`src/rtl/dat_serializer_if.sv`:
```
// Handshake and serial-output bundle for dat_serializer.
// master: word producer / serial consumer side; slave: the serializer itself.
interface dat_serializer_if #(
   parameter int WIDTH = 8,
   parameter int DEPTH = 4
);
   localparam int CNTW = $clog2(DEPTH + 1);

   logic [WIDTH-1:0] in_data;
   logic             in_valid;
   logic             in_ready;
   logic             DAT;
   logic             dat_valid;
   logic             word_done;
   logic [CNTW-1:0]  fifo_count;
   logic             busy;

   modport master (
      output in_data, in_valid,
      input  in_ready, DAT, dat_valid, word_done, fifo_count, busy
   );

   modport slave (
      input  in_data, in_valid,
      output in_ready, DAT, dat_valid, word_done, fifo_count, busy
   );
endinterface

```
`src/rtl/dat_serializer.sv`:
```
// Parallel-to-serial feeder: DEPTH-entry FIFO behind valid/ready, then a
// shift register emitting one bit per clock with back-to-back words.
module dat_serializer #(
   parameter int   WIDTH      = 8,
   parameter int   DEPTH      = 4,
   parameter bit   MSB_FIRST  = 1'b1,
   parameter logic IDLE_LEVEL = 1'b0
) (
   input logic             clk,
   input logic             reset,
   dat_serializer_if.slave bus
);
   localparam int CNTW = $clog2(DEPTH + 1);
   localparam int PW   = $clog2(DEPTH);
   localparam int CW   = (WIDTH > 1) ? $clog2(WIDTH) : 1;
   localparam logic [CNTW-1:0] DEPTH_C  = CNTW'(DEPTH);
   localparam logic [CW-1:0]   CNT_LAST = CW'(WIDTH - 1);

   typedef enum logic {S_IDLE, S_SHIFT} state_e;

   state_e           state_q, state_d;
   logic [WIDTH-1:0] mem_q [DEPTH];
   logic [PW-1:0]    wr_ptr_q, wr_ptr_d;
   logic [PW-1:0]    rd_ptr_q, rd_ptr_d;
   logic [CNTW-1:0]  count_q, count_d;
   logic [WIDTH-1:0] shreg_q, shreg_d;
   logic [CW-1:0]    bit_cnt_q, bit_cnt_d;
   logic             dat_q, dat_d;
   logic             dat_valid_q, dat_valid_d;
   logic             word_done_q, word_done_d;

   logic             in_ready_s;
   logic             push;
   logic             pop;
   logic             last_bit;
   logic [WIDTH-1:0] load_word;

   assign in_ready_s     = (count_q < DEPTH_C);
   assign push           = bus.in_valid && in_ready_s;
   assign last_bit       = (state_q == S_SHIFT) && (bit_cnt_q == CNT_LAST);
   // An empty FIFO can only reach the loader when a push lands on the
   // last-bit edge; that word is taken straight from the input bus.
   assign load_word      = (count_q != '0) ? mem_q[rd_ptr_q] : bus.in_data;

   assign bus.in_ready   = in_ready_s;
   assign bus.DAT        = dat_q;
   assign bus.dat_valid  = dat_valid_q;
   assign bus.word_done  = word_done_q;
   assign bus.fifo_count = count_q;
   assign bus.busy       = (state_q == S_SHIFT) || (count_q != '0);

   // Next-state, FIFO bookkeeping and serial output selection.
   always_comb begin
      state_d     = state_q;
      wr_ptr_d    = wr_ptr_q;
      rd_ptr_d    = rd_ptr_q;
      count_d     = count_q;
      shreg_d     = shreg_q;
      bit_cnt_d   = bit_cnt_q;
      dat_d       = IDLE_LEVEL;
      dat_valid_d = 1'b0;
      pop         = 1'b0;

      case (state_q)
         S_IDLE: begin
            if (count_q != '0) pop = 1'b1;
         end
         S_SHIFT: begin
            if (last_bit) begin
               if ((count_q != '0) || push) pop = 1'b1;
               else                         state_d = S_IDLE;
            end
         end
         default: state_d = S_IDLE;
      endcase

      if (pop) begin
         state_d     = S_SHIFT;
         bit_cnt_d   = '0;
         dat_valid_d = 1'b1;
         if (MSB_FIRST) begin
            dat_d   = load_word[WIDTH-1];
            shreg_d = load_word << 1;
         end else begin
            dat_d   = load_word[0];
            shreg_d = load_word >> 1;
         end
      end else if ((state_q == S_SHIFT) && !last_bit) begin
         bit_cnt_d   = bit_cnt_q + 1'b1;
         dat_valid_d = 1'b1;
         if (MSB_FIRST) begin
            dat_d   = shreg_q[WIDTH-1];
            shreg_d = shreg_q << 1;
         end else begin
            dat_d   = shreg_q[0];
            shreg_d = shreg_q >> 1;
         end
      end

      word_done_d = dat_valid_d && (bit_cnt_d == CNT_LAST);

      if (push) wr_ptr_d = wr_ptr_q + 1'b1;
      if (pop)  rd_ptr_d = rd_ptr_q + 1'b1;
      case ({push, pop})
         2'b10:   count_d = count_q + 1'b1;
         2'b01:   count_d = count_q - 1'b1;
         default: count_d = count_q;
      endcase
   end

   // State, pointer and registered-output update with synchronous reset.
   always_ff @(posedge clk) begin
      if (reset) begin
         state_q     <= S_IDLE;
         wr_ptr_q    <= '0;
         rd_ptr_q    <= '0;
         count_q     <= '0;
         shreg_q     <= '0;
         bit_cnt_q   <= '0;
         dat_q       <= IDLE_LEVEL;
         dat_valid_q <= 1'b0;
         word_done_q <= 1'b0;
      end else begin
         state_q     <= state_d;
         wr_ptr_q    <= wr_ptr_d;
         rd_ptr_q    <= rd_ptr_d;
         count_q     <= count_d;
         shreg_q     <= shreg_d;
         bit_cnt_q   <= bit_cnt_d;
         dat_q       <= dat_d;
         dat_valid_q <= dat_valid_d;
         word_done_q <= word_done_d;
      end
   end

   // FIFO storage write; contents need no reset since pointers gate reads.
   always_ff @(posedge clk) begin
      if (push) mem_q[wr_ptr_q] <= bus.in_data;
   end
endmodule
```
`src/flat_wrapper.sv`:
```
// flat-port wrapper written by rule: the top's interface ports become plain ports
module dat_serializer_flat 
#(
   parameter int   WIDTH      = 8,
   parameter int   DEPTH      = 4,
   parameter bit   MSB_FIRST  = 1'b1,
   parameter logic IDLE_LEVEL = 1'b0
)
  (clk, reset, bus_in_data, bus_in_valid, bus_in_ready, bus_DAT, bus_dat_valid, bus_word_done, bus_fifo_count, bus_busy);
  dat_serializer_if #(.WIDTH(WIDTH), .DEPTH(DEPTH)) bus_i ();
  input logic clk;
  input logic reset;
  input wire logic [$bits(bus_i.in_data)-1:0] bus_in_data;
  input wire logic [$bits(bus_i.in_valid)-1:0] bus_in_valid;
  output wire logic [$bits(bus_i.in_ready)-1:0] bus_in_ready;
  output wire logic [$bits(bus_i.DAT)-1:0] bus_DAT;
  output wire logic [$bits(bus_i.dat_valid)-1:0] bus_dat_valid;
  output wire logic [$bits(bus_i.word_done)-1:0] bus_word_done;
  output wire logic [$bits(bus_i.fifo_count)-1:0] bus_fifo_count;
  output wire logic [$bits(bus_i.busy)-1:0] bus_busy;
  assign bus_i.in_data = bus_in_data;
  assign bus_i.in_valid = bus_in_valid;
  assign bus_in_ready = bus_i.in_ready;
  assign bus_DAT = bus_i.DAT;
  assign bus_dat_valid = bus_i.dat_valid;
  assign bus_word_done = bus_i.word_done;
  assign bus_fifo_count = bus_i.fifo_count;
  assign bus_busy = bus_i.busy;
  dat_serializer #(.WIDTH(WIDTH), .DEPTH(DEPTH), .MSB_FIRST(MSB_FIRST), .IDLE_LEVEL(IDLE_LEVEL)) u_core (.clk(clk), .reset(reset), .bus(bus_i));
endmodule
```
`config.mk`:
```
export PLATFORM = sky130hd
export DESIGN_NAME = dat_serializer_flat
export DESIGN_NICKNAME = d
export VERILOG_FILES = /design/src/rtl/dat_serializer_if.sv /design/src/rtl/dat_serializer.sv /design/src/flat_wrapper.sv
export SDC_FILE = /design/constraint.sdc
export NUM_CORES = 1
export LEC_CHECK = 0
export BUFFER_PORTS_ARGS = -buffer_cell sky130_fd_sc_hd__buf_2
export CAP_MARGIN = 5
export CORE_ASPECT_RATIO = 1.1
export CORE_UTILIZATION = 53
export CTS_CLUSTER_DIAMETER = 150
export DETAILED_ROUTE_END_ITERATION = 8
export GPL_TIMING_DRIVEN = 1
export PLACE_DENSITY = 0.75
export SLEW_MARGIN = 10
export SYNTH_ARGS = -nofsm -noshare
export SYNTH_HDL_FRONTEND = slang
export SYNTH_SLANG_ARGS = --single-unit
```
`constraint.sdc`:
```
create_clock -name clk -period 2.4 [get_ports clk]
set_clock_uncertainty 0.05 [all_clocks]
set_input_delay 0.48 -clock clk [delete_from_list [all_inputs] [get_ports clk]]
set_output_delay 0.48 -clock clk [all_outputs]
set_load 0.01 [all_outputs]
```
After elaboration in Yosys (flattened, before gate mapping)
Memory sizes are Yosys's and may differ from the RTL's. A register that Yosys moved wholly into a read port is not among the register bits.
Cells that the tools add are included.
{"block": "word_totals", "reg_bits": 21, "mem_bits_rw": 32, "output_inout_bits": 8, "word_cells": 52, "memories": 1}
{"block": "op_classes", "add_sub_neg": 5, "n_lt_le_gt_ge": 1, "n_eq_ne": 4, "n_mux": 21, "n_bitwise": 1, "n_reduce_logical": 10}
{"name": "u_core.mem_q", "depth": 4, "word_bits": 8, "read_ports": 1, "rd_ports_with_merged_regs": 1, "wr": 1, "line_no": "dat_serializer.sv:22", "rtl": "logic [WIDTH-1:0] mem_q [DEPTH];"}
{"operator": "2-to-1 mux 8 bit", "n": 3}
{"operator": "2-to-1 mux 1 bit", "n": 12}
{"operator": "adder 3 x 1 -> 3 bit (second input constant)", "n": 2}
{"operator": "equality test 3 bit (second input constant)", "n": 2}
{"operator": "2-to-1 mux 3 bit", "n": 2}
{"operator": "one-hot mux 3 bit (2 select lines)", "n": 1}
{"operator": "adder 2 x 1 -> 2 bit (second input constant)", "n": 2}
{"operator": "logical AND 1 bit", "n": 4}
{"operator": "2-to-1 mux 2 bit", "n": 2}
{"operator": "nonzero test 2 bit", "n": 2}
{"operator": "< comparator 3 bit (second input constant)", "n": 1}
{"operator": "nonzero test 3 bit", "n": 1}
{"operator": "subtractor 3 x 1 -> 3 bit (second input constant)", "n": 1}
{"operator": "equality test 2 x 1 -> 1 bit (second input constant)", "n": 1}
{"operator": "equality test 2 bit (second input constant)", "n": 1}
{"operator": "logical OR 1 bit", "n": 2}
{"operator": "one-hot mux 1 bit (2 select lines)", "n": 1}
{"operator": "logical NOT 1 bit", "n": 1}
{"operator": "NOT 1 bit", "n": 1}

Longest topological paths before layout
Gate-level depths: netlist (run 1).
{"block": "depth", "depth_word": 9, "depth_mapped": 12, "depth_no_buf": 10}

Worst setup path before layout (run 1)
OpenSTA, ideal clock, no wires.
{"block": "synth_timing", "kind": "reg2reg", "startpoint": "register u_core.bit_cnt_q[0]", "endpoint": "register u_core.count_q[2] (netlist: u_core.bus.fifo_count[2])", "arrival_time_ns": 2.398, "t_required_ns": 2.279, "slack_ns": -0.119, "stages_incl_launch_ff": 13, "n_path_buf": 2, "synth_period_minus_slack_ns": 2.519, "path_cell_list": "dfxtp_1 ha_1 ha_1 buf_6 and2b_4 buf_2 nor2_2 ha_1 inv_1 fa_1 xor2_1 or3_1 a21oi_1"}
{"block": "synth_between", "elab_chain_cells": 6, "elab_cells_between_ends": 8, "classes_between": "eq/ne: 3; mux: 3; reduce/logical: 2"}
{"item": "from (decl)", "line_no": "dat_serializer.sv:27", "rtl": "logic [CW-1:0] bit_cnt_q, bit_cnt_d;"}
{"item": "from (signal assigned)", "line_no": "dat_serializer.sv:129", "rtl": "bit_cnt_q <= bit_cnt_d;"}
{"item": "equality test 3 bit (*)", "line_no": "dat_serializer.sv:40", "rtl": "assign last_bit = (state_q == S_SHIFT) && (bit_cnt_q == CNT_LAST);"}
{"item": "logical AND 1 bit (*)", "line_no": "dat_serializer.sv:40"}
{"item": "2-to-1 mux 1 bit (*)", "line_no": "dat_serializer.sv:69", "rtl": "if (last_bit) begin"}
{"item": "one-hot mux 1 bit (2 select lines) (*)", "line_no": "dat_serializer.sv:64", "rtl": "case (state_q)"}
{"item": "equality test 2 x 1 -> 1 bit / equality test 2 bit (equally long branches)", "line_no": "dat_serializer.sv:104", "rtl": "case ({push, pop})"}
{"item": "one-hot mux 3 bit (2 select lines) / nonzero test 2 bit (equally long branches)"}
{"item": "to (signal assigned)", "line_no": "dat_serializer.sv:127", "rtl": "count_q <= count_d;"}
{"item": "to (decl)", "line_no": "dat_serializer.sv:25", "rtl": "logic [CNTW-1:0] count_q, count_d;"}
Every way passes the cells marked *; elsewhere a longest branch is shown, timed or not.
A chain may end at the register's enable or synchronous reset.

Worst setup path after layout (run 1)
{"block": "layout_timing", "startpoint": "register u_core.bit_cnt_q[1]", "endpoint": "register u_core.count_q[2] (netlist: u_core.bus.fifo_count[2])"}
Same word-level chain as after synthesis.

==> reports/metrics.cfg, run 1 <==
[outcome]
outcome=complete, no violations

[power]
p_leak_nw=1.05
ir_drop_mv=0.563
comb_power_share_pct=32.4
seqPwrFrac_pct=46.6
switching_share_pct=31.4
powerDensity_nw_per_um2=1070
p_int_mw=1.98
clock_power_share_pct=21.0
fin_total_pwr_mw=2.88
switching_power_mw=0.904

[sta]
setup_viol=0
worst_slew_pin_slew_ps=514
finalCritPeriodShare_pct=97.1
slew_viol_final=0
setup_slack_ps=68.5
whs_ps=350
slew_headroom_pct=65.7
fin_crit_ps=2330
hold_viol_final=0
fmax_mhz=429
setup_tns_ps=0

[layout]
drive_above_1_share_pct=25.1
fin_util_pct=62.0
nNetsFinal=217
area_growth_pct=10.6
final_area_um2=2700
instances_no_fill=253
antenna_cells=0

[logic_synthesis]
synth_area_per_cell_um2=13.8
synth-xor-area-share_pct=1.44
seq_area_frac_synth_pct=58.3
synth_cell_type_count=41
synth_edf_count=32
synth_flop_cell=edfxtp_1
synth_seq_cells=55
synth_cells=177
syn_nets=196
synth-simple-area-share_pct=11.5
synth_top_family_by_area=simple AND/OR/NAND/NOR gates
synth_compound_area_share_pct=9.09
syn_area_um2=2440
synthAdderAreaFrac_pct=4.42
synth_warnings=0
synth.mux.area_fraction_pct=9.45
ys_async_sr_fraction_pct=0

[setup_path]
crit_type=flop to flop
worstPathCellList=ha_2 -> ha_2 -> and2b_4 -> nor2_4 -> ha_4 -> inv_1 -> fa_2 -> xor2_1 -> or3_1 -> a21oi_1
critPathLaunchType=flop
crit_slowest_cell=dfxtp_2
r2r_slack_ps=70
r2r_start=u_core.bit_cnt_q[1]$_SDFF_PP0_
crit_top_cell=ha_2
r2r_cells=10
cpPeakStageDelay_ps=360
end_kind=flop
critPathTopFamily=adder cells
arrival_ps=2520
startpoint=u_core.bit_cnt_q[1]$_SDFF_PP0_
crit_fanout=3
required_ps=2580
cp-endpoint=u_core.bus.fifo_count[2]$_SDFFE_PP0P_
r2r_end=u_core.bus.fifo_count[2]$_SDFFE_PP0P_
critPathBufInv=1
path_depth=10

[routing]
wl_um=4280
remaining_drc_errors=0
vias_per_cell=5.68
ant_nets=0
drt_first_pass_iters=4
wl_per_cell_um=16.9
drt_iter0_drc=58
vias=1438

[clock_network]
numCtsBuffers=5
htreeDepth=2
hold_buffers=0
cts_resized=0
cts.sinks=55
clkSlewWorstSetupHoldPaths_ps=90
postCtsSetupRepairBufs=0
clock_tree.root_cell=clkbuf_8
clock_latency_ps=300
cts_buffer_depth=2
cts_tree=built

[min_path]
hold_path_class=input pin to flop

[grt]
grtUsageTotal_pct=20.1
grt.overflow.total=0
antenna_found_initial=0
grt_max_degree=20
grt_pass1_vias=1531
grt_pass1_wl_um=7000

[floorplanning]
core_area_um2=4350
die_h_um=73.1
row_count=25
start_util_pct=56.0
die_w_um=66.6
die_area_um2=4870
io_pins=19

[run]
drv_cap=0

[place]
place_congestion=0.745
post-dp-hpwl_um=3060
io_buffers=18
placed_area_um2=2570
dp_cells=243
dpl_worst_slack_ps=75.1

-- worst register-to-register path: stages (launching register included) --
cell	delay [ps]
dfxtp_2	360
ha_2	160
ha_2	170
and2b_4	200
nor2_4	150
ha_4	160
inv_1	50
fa_2	330
xor2_1	150
or3_1	310
a21oi_1	170
-- cells by family (layout without fill, tap and decap cells) --
group	count (synthesis)	in the layout
DFF	55	55
and+or+nand+nor	47	47
AOI/OAI and AO/OA	26	26
buffers and inverters	25	47
muxes	12	12
adders and majority gates	8	8
xor gates and xnor gates	4	4
-- worst min-delay path by stage --
stage	end	from	depth (start not counted)
finish	u_core.mem_q[3][1]$_DFFE_PP_	bus_in_data[1]	1
global placement	u_core.bit_cnt_q[1]$_SDFF_PP0_	u_core.bit_cnt_q[1]$_SDFF_PP0_	2
global route	u_core.mem_q[3][1]$_DFFE_PP_	bus_in_data[1]	1
floorplan	u_core.bit_cnt_q[1]$_SDFF_PP0_	u_core.bit_cnt_q[1]$_SDFF_PP0_	2
CTS	u_core.mem_q[1][1]$_DFFE_PP_	bus_in_data[1]	1
detailed placement	u_core.bit_cnt_q[1]$_SDFF_PP0_	u_core.bit_cnt_q[1]$_SDFF_PP0_	2
-- cells in the final DEF (no fill, tap or decap), types with 3 or more instances in the layout --
master     n
edfxtp_1  32
dfxtp_1   21
buf_2     18
inv_1     15
or3_1      8
nand2_1    7
nor2_1     7
mux4_2     6
nor3b_1    6
a311oi_1   6
o211a_1    6
a21oi_1    6
buf_4      6
clkbuf_8   5
nor2b_1    4
and2_1     4
ha_1       4
nand3_1    3
-- cell usage after synthesis (3+ instances only) --
| master | instances | area share [%] |
|---|---|---|
| nor3b_1 | 6 | 1.8 |
| or3_1 | 8 | 2.1 |
| nand2_1 | 7 | 1.1 |
| ha_1 | 7 | 3.6 |
| nor2_1 | 7 | 1.1 |
| inv_1 | 15 | 2.3 |
| mux4_2 | 6 | 5.5 |
| a311oi_1 | 6 | 2.2 |
| nand3_1 | 3 | 0.62 |
| and2_1 | 4 | 1.0 |
| o211a_1 | 6 | 2.5 |
| a21oi_1 | 6 | 1.2 |
| edfxtp_1 | 32 | 39 |
| nor2b_1 | 4 | 1.0 |
| dfxtp_1 | 23 | 19 |
| buf_6 | 5 | 2.3 |
-- per-layer routing --
metal	vias up	part of all wire, %	global-route usage, %
li1	696	-	-
met1	708	43	24.9
met2	22	51	33.1
met3	12	3.0	5.63
met4	0	2.5	8.27
met5	-	0	0
-- power by group through the flow --
stage | combinational, mW | clock, mW | sequential, mW
2_1_floorplan | 0.769 | 0 | 1.30
3_3_place_gp | 0.864 | 0 | 1.36
3_5_place_dp | 0.911 | 0 | 1.37
4_1_cts | 0.917 | 0.613 | 1.35
5_1_grt | 1.03 | 0.653 | 1.37
6_report | 0.933 | 0.606 | 1.34
-- registers in the layout, summed over array words and instances (netlist names), named ones only --
signal                 flops
u_core.wr_ptr_q            2
u_core.bus.fifo_count      3
u_core.bus.dat_valid       1
u_core.shreg_q             7
u_core.rd_ptr_q            2
u_core.bus.word_done       1
u_core.mem_q              32
u_core.state_q             1
u_core.bus.DAT             1
u_core.bit_cnt_q           3
-- layout make-up --
type | count | area, µm²
fill | 334 | 1650
sequential | 55 | 1420
multi-input combinational | 97 | 900
timing repair buffer | 24 | 135
clock buffer | 5 | 68.8
tap | 54 | 67.6
inverter | 15 | 56.3
clock inverter | 3 | 43.8
No activity file was read; power rests on OpenSTA's default activity.
==> inputs of run 2 (changes only) <==
--- a/config.mk
+++ b/config.mk
@@ -8,6 +8,7 @@
 export BUFFER_PORTS_ARGS = -buffer_cell sky130_fd_sc_hd__buf_2
 export CAP_MARGIN = 5
 export CORE_ASPECT_RATIO = 1.1
+export CORE_MARGIN = 4
 export CORE_UTILIZATION = 53
 export CTS_CLUSTER_DIAMETER = 150
 export DETAILED_ROUTE_END_ITERATION = 8
==> reports/metrics.cfg, run 2 (same netlist as run 1, synthesis figures left out) <==
[outcome]
outcome=complete, no violations

[sta]
fin_crit_ps=2280  ; -55.2 ps
slew_headroom_pct=63.7  ; -2.0 points
rsz0062_at_grt=no
setup_tns_ps=0  ; unchanged
setup_viol=0  ; unchanged
finalCritPeriodShare_pct=94.8  ; -2.3 points
setup_slack_ps=124  ; +55.2 ps
fmax_mhz=439  ; +2.4%
hold_viol_final=0  ; unchanged
whs_ps=345  ; -4.97 ps
slew_viol_final=0  ; unchanged
worst_slew_pin_slew_ps=544  ; +29.7 ps

[run]
drv_cap=0  ; unchanged

[setup_path]
required_ps=2590  ; about the same
crit_type=flop to flop
crit_top_cell=ha_2
crit_fanout=3  ; unchanged
end_kind=flop
arrival_ps=2470  ; -50 ps
worstPathCellList=ha_2 -> ha_2 -> and2b_4 -> nor2_4 -> ha_4 -> inv_1 -> fa_2 -> xor2_1 -> or3_1 -> a21oi_1
r2r_cells=10  ; unchanged
critPathLaunchType=flop
cpPeakStageDelay_ps=350  ; about the same
crit_slowest_cell=dfxtp_2

[grt]
grt_max_degree=20  ; unchanged
grt_pass1_wl_um=7260  ; +3.7%
antenna_found_initial=0  ; unchanged
grtUsageTotal_pct=16.8  ; -3.3 points
grt_pass1_vias=1490  ; -2.7%
grt.overflow.total=0  ; unchanged

[clock_network]
cts.sinks=55  ; unchanged
hold_buffers=0  ; unchanged
cts_resized=0  ; unchanged
cts_buffer_depth=2  ; unchanged
postCtsSetupRepairBufs=0  ; unchanged
clock_tree.root_cell=clkbuf_8
cts_tree=built
htreeDepth=2  ; unchanged
numCtsBuffers=5  ; unchanged
clkSlewWorstSetupHoldPaths_ps=100  ; about the same
clock_latency_ps=310  ; about the same

[routing]
remaining_drc_errors=0  ; unchanged
drt_first_pass_iters=4  ; unchanged
vias_per_cell=5.71  ; +0.52%
vias=1434  ; -0.28%
ant_nets=0  ; unchanged
wl_per_cell_um=17.4  ; +2.7%
drt_iter0_drc=91  ; +57%
wl_um=4360  ; +1.8%

[place]
dpl_worst_slack_ps=126  ; +50.9 ps
place_congestion=0.715  ; -4.0%
dp_cells=243  ; unchanged
placed_area_um2=2570  ; unchanged
io_buffers=18  ; unchanged
post-dp-hpwl_um=3110  ; +1.6%

[power]
ir_drop_mv=0.505  ; -10%
p_leak_nw=1.03  ; -1.3%
powerDensity_nw_per_um2=1070  ; +0.51%
fin_total_pwr_mw=2.88  ; about the same

[floorplanning]
die_area_um2=5750  ; +18%
die_h_um=79.1  ; +8.2%
core_area_um2=4380  ; +0.72%
die_w_um=72.6  ; +9.0%
row_count=25  ; unchanged
io_pins=19  ; unchanged
start_util_pct=55.6  ; -0.40 points

[layout]
area_growth_pct=10.1
instances_no_fill=251  ; -0.79%
fin_util_pct=61.3  ; -0.73 points
regMostFlops=u_core.mem_q
mostFrequentLayoutCells=32 x edfxtp_1, 21 x dfxtp_1, 18 x buf_2
reg.largest.list=u_core.mem_q x32, u_core.shreg_q x7
largest_register_ffs=32  ; unchanged
final_common_cell=edfxtp_1
seq_area_um2=1420  ; unchanged
nNetsFinal=215  ; -0.92%
antenna_cells=0  ; unchanged
final_area_um2=2680  ; -0.46%
multi_input_area_um2=900  ; unchanged
drive_above_1_share_pct=24.4  ; -0.76 points
nFillCells=346  ; +3.6%

[min_path]
hold_path_class=input pin to flop
holdPathStages=1  ; unchanged

run 2: cell type report:
cell class,count,area share (%)
Clock inverter,3,1.73
Timing Repair Buffer,22,4.48
Inverter,15,2.10
Clock buffer,5,2.57
Sequential cell,55,53.1
Multi-Input combinational cell,97,33.5
Tap cell,54,2.52
run 2: final timing paths:
kind,slack (ps),from,to
max,120,u_core.bit_cnt_q[0]$_SDFF_PP0_,u_core.bus.fifo_count[2]$_SDFFE_PP0P_
min,350,bus_in_data[6],u_core.mem_q[0][6]$_DFFE_PP_
max reg2reg,120,u_core.bit_cnt_q[0]$_SDFF_PP0_,u_core.bus.fifo_count[2]$_SDFFE_PP0P_
min reg2reg,440,u_core.bit_cnt_q[1]$_SDFF_PP0_,u_core.bit_cnt_q[1]$_SDFF_PP0_
run 2: critical path, delay by kind of cell (launching register included):
| family | cells | cell delay (ps) |
|---|---|---|
| and+or+nand+nor | 3 | 620 |
| xor gates and xnor gates | 1 | 160 |
| buffers and inverters | 1 | 50 |
| AOI/OAI and AO/OA | 1 | 140 |
| DFF | 1 | 350 |
| adders and majority gates | 4 | 840 |
run 2: metal layers:
layer	track usage, %	share of wire, %	vias to the layer above
met1	20.5	44	714
met2	28.4	51	24
met3	3.92	2.7	6
met4	6.83	1.7	0
li1	-	-	690
met5	0	0	-
run 2: report_power, final:
part / switching [mW] / total, mW / internal, mW / leakage [nW]
clock: 0.313 / 0.627 / 0.315 / 0.0548
sequential: 0.156 / 1.34 / 1.19 / 0.484
combinational: 0.455 / 0.912 / 0.457 / 0.494
==> inputs of run 3 (changes only) <==
--- a/config.mk
+++ b/config.mk
@@ -5,7 +5,7 @@
 export SDC_FILE = /design/constraint.sdc
 export NUM_CORES = 1
 export LEC_CHECK = 0
-export BUFFER_PORTS_ARGS = -buffer_cell sky130_fd_sc_hd__buf_2
+export BUFFER_PORTS_ARGS = -buffer_cell sky130_fd_sc_hd__buf_4
 export CAP_MARGIN = 5
 export CORE_ASPECT_RATIO = 1.1
 export CORE_MARGIN = 4
==> reports/metrics.cfg, run 3 (same netlist as run 1, synthesis figures left out) <==
[layout]
drive_above_1_share_pct=23.4  ; -1.0 points
instances_no_fill=251  ; unchanged
reg.largest.list=u_core.mem_q x32, u_core.shreg_q x7
largest_register_ffs=32  ; unchanged
mostFrequentLayoutCells=32 x edfxtp_1, 22 x buf_4, 21 x dfxtp_1
area_growth_pct=11.6
antenna_cells=0  ; unchanged
final_area_um2=2720  ; +1.4%
final_common_cell=edfxtp_1
nFillCells=359  ; +3.8%
regMostFlops=u_core.mem_q
nNetsFinal=215  ; unchanged

[clock_network]
hold_buffers=0  ; unchanged
postCtsSetupRepairBufs=0  ; unchanged
cts_tree=built
clock_latency_ps=300  ; about the same
cts.sinks=55  ; unchanged
cts_buffer_depth=2  ; unchanged
htreeDepth=2  ; unchanged
numCtsBuffers=5  ; unchanged
clock_tree.root_cell=clkbuf_8
clkSlewWorstSetupHoldPaths_ps=90  ; about the same
cts_resized=0  ; unchanged

[sta]
hold_viol_final=0  ; unchanged
setup_slack_ps=132  ; +8.05 ps
slew_headroom_pct=63.1  ; -0.63 points
fin_crit_ps=2270  ; -8.05 ps
setup_viol=0  ; unchanged
finalCritPeriodShare_pct=94.5  ; -0.34 points
setup_tns_ps=0  ; unchanged
worst_slew_pin_slew_ps=553  ; +9.42 ps
slew_viol_final=0  ; unchanged
whs_ps=338  ; -7.02 ps
rsz0062_at_grt=no
fmax_mhz=441  ; +0.35%

[setup_path]
crit_top_cell=ha_2
worstPathCellList=ha_2 -> ha_2 -> and2b_4 -> nor2_4 -> ha_4 -> inv_1 -> fa_2 -> xor2_1 -> or3_1 -> a21oi_1
crit_slowest_cell=dfxtp_2
end_kind=flop
required_ps=2590  ; about the same
critPathLaunchType=flop
cpPeakStageDelay_ps=360  ; about the same
crit_fanout=3  ; unchanged
arrival_ps=2460  ; about the same
crit_type=flop to flop

[place]
dpl_worst_slack_ps=123  ; -3.10 ps
post-dp-hpwl_um=3110  ; +0.11%
dp_cells=243  ; unchanged
placed_area_um2=2610  ; +1.8%
place_congestion=0.706  ; -1.3%
io_buffers=18  ; unchanged

[power]
switching_share_pct=30.9  ; -1.1 points
ir_drop_mv=0.591  ; +17%
clock_power_share_pct=20.7  ; -1.1 points
p_int_mw=1.98  ; +1.2%
powerDensity_nw_per_um2=1060  ; -1.8%
comb_power_share_pct=32.3  ; +0.7 points
switching_power_mw=0.887  ; -3.9%
seqPwrFrac_pct=47.0  ; +0.4 points
p_leak_nw=1.04  ; +0.96%

[floorplanning]
core_area_um2=4380  ; unchanged
die_area_um2=5750  ; unchanged
die_h_um=79.1  ; unchanged
start_util_pct=55.6  ; unchanged
io_pins=19  ; unchanged
row_count=25  ; unchanged
die_w_um=72.6  ; unchanged

[routing]
vias=1425  ; -0.63%
drt_iter0_drc=69  ; -24%
remaining_drc_errors=0  ; unchanged
wl_per_cell_um=17.1  ; -1.7%
vias_per_cell=5.68  ; -0.63%
wl_um=4290  ; -1.7%
ant_nets=0  ; unchanged
drt_first_pass_iters=4  ; unchanged

[grt]
grt_pass1_wl_um=7050  ; -2.9%
grt_max_degree=20  ; unchanged
antenna_found_initial=0  ; unchanged
grt_pass1_vias=1436  ; -3.6%
grtUsageTotal_pct=16.1  ; -0.66 points
grt.overflow.total=0  ; unchanged

[run]
drv_cap=0  ; unchanged

[outcome]
outcome=complete, no violations

[min_path]
hold_path_class=input pin to flop

## run 3: final timing paths
kind | from | endpoint | depth (start not counted) | slack (ps)
worst max-delay path | u_core.bit_cnt_q[0]$_SDFF_PP0_ | u_core.bus.fifo_count[2]$_SDFFE_PP0P_ | 10 | 130
worst min-delay path | bus_in_data[6] | u_core.mem_q[0][6]$_DFFE_PP_ | 1 | 340
worst max register to register | u_core.bit_cnt_q[0]$_SDFF_PP0_ | u_core.bus.fifo_count[2]$_SDFFE_PP0P_ | 10 | 130
worst min register to register | u_core.bit_cnt_q[1]$_SDFF_PP0_ | u_core.bit_cnt_q[1]$_SDFF_PP0_ | 2 | 450
## run 3: area by class of cell
type | count | area (µm²) | area share [%]
inverters | 15 | 56.3 | 2.07
multi-input cells | 97 | 900 | 33.1
clock buffers | 7 | 76.3 | 2.81
well taps | 54 | 67.6 | 2.49
clock inverters | 1 | 30.0 | 1.10
repair buffers | 22 | 165 | 6.07
flip-flops and latches | 55 | 1420 | 52.4
## run 3: metrics by stage
| step | utilization [%] | total power [mW] |
|---|---|---|
| 6_report | 62.1 | 2.87 |
| 5_1_grt | 62.1 | 3.05 |
| 4_1_cts | 62.1 | 2.90 |
| 3_5_place_dp | 59.7 | 2.30 |
| 3_3_place_gp | 59.7 | 2.25 |
| 2_1_floorplan | - | 2.07 |
## run 3: layer usage
metal / vias up / GRT usage, % / share of wire (%)
met5: - / 0 / 0
met4: 0 / 4.43 / 0.63
met3: 4 / 3.67 / 2.8
met2: 22 / 25.8 / 51
met1: 708 / 22.1 / 45
li1: 691 / - / -
## run 3: worst max-delay path: cells and delay by family, from the launching register on
| family | cells | cell delay, ps |
|---|---|---|
| buffers and inverters | 1 | 50 |
| AOI/OAI and AO/OA | 1 | 130 |
| adders and majority gates | 4 | 830 |
| xor gates and xnor gates | 1 | 150 |
| and+or+nand+nor | 3 | 620 |
| DFF | 1 | 360 |
## run 3: power groups by stage
stage	Combinational (mW)	Clock, mW	Sequential [mW]
CTS	0.939	0.607	1.35
global placement	0.892	0	1.36
finish	0.927	0.595	1.35
global route	1.03	0.649	1.37
detailed placement	0.934	0	1.37
floorplan	0.769	0	1.30
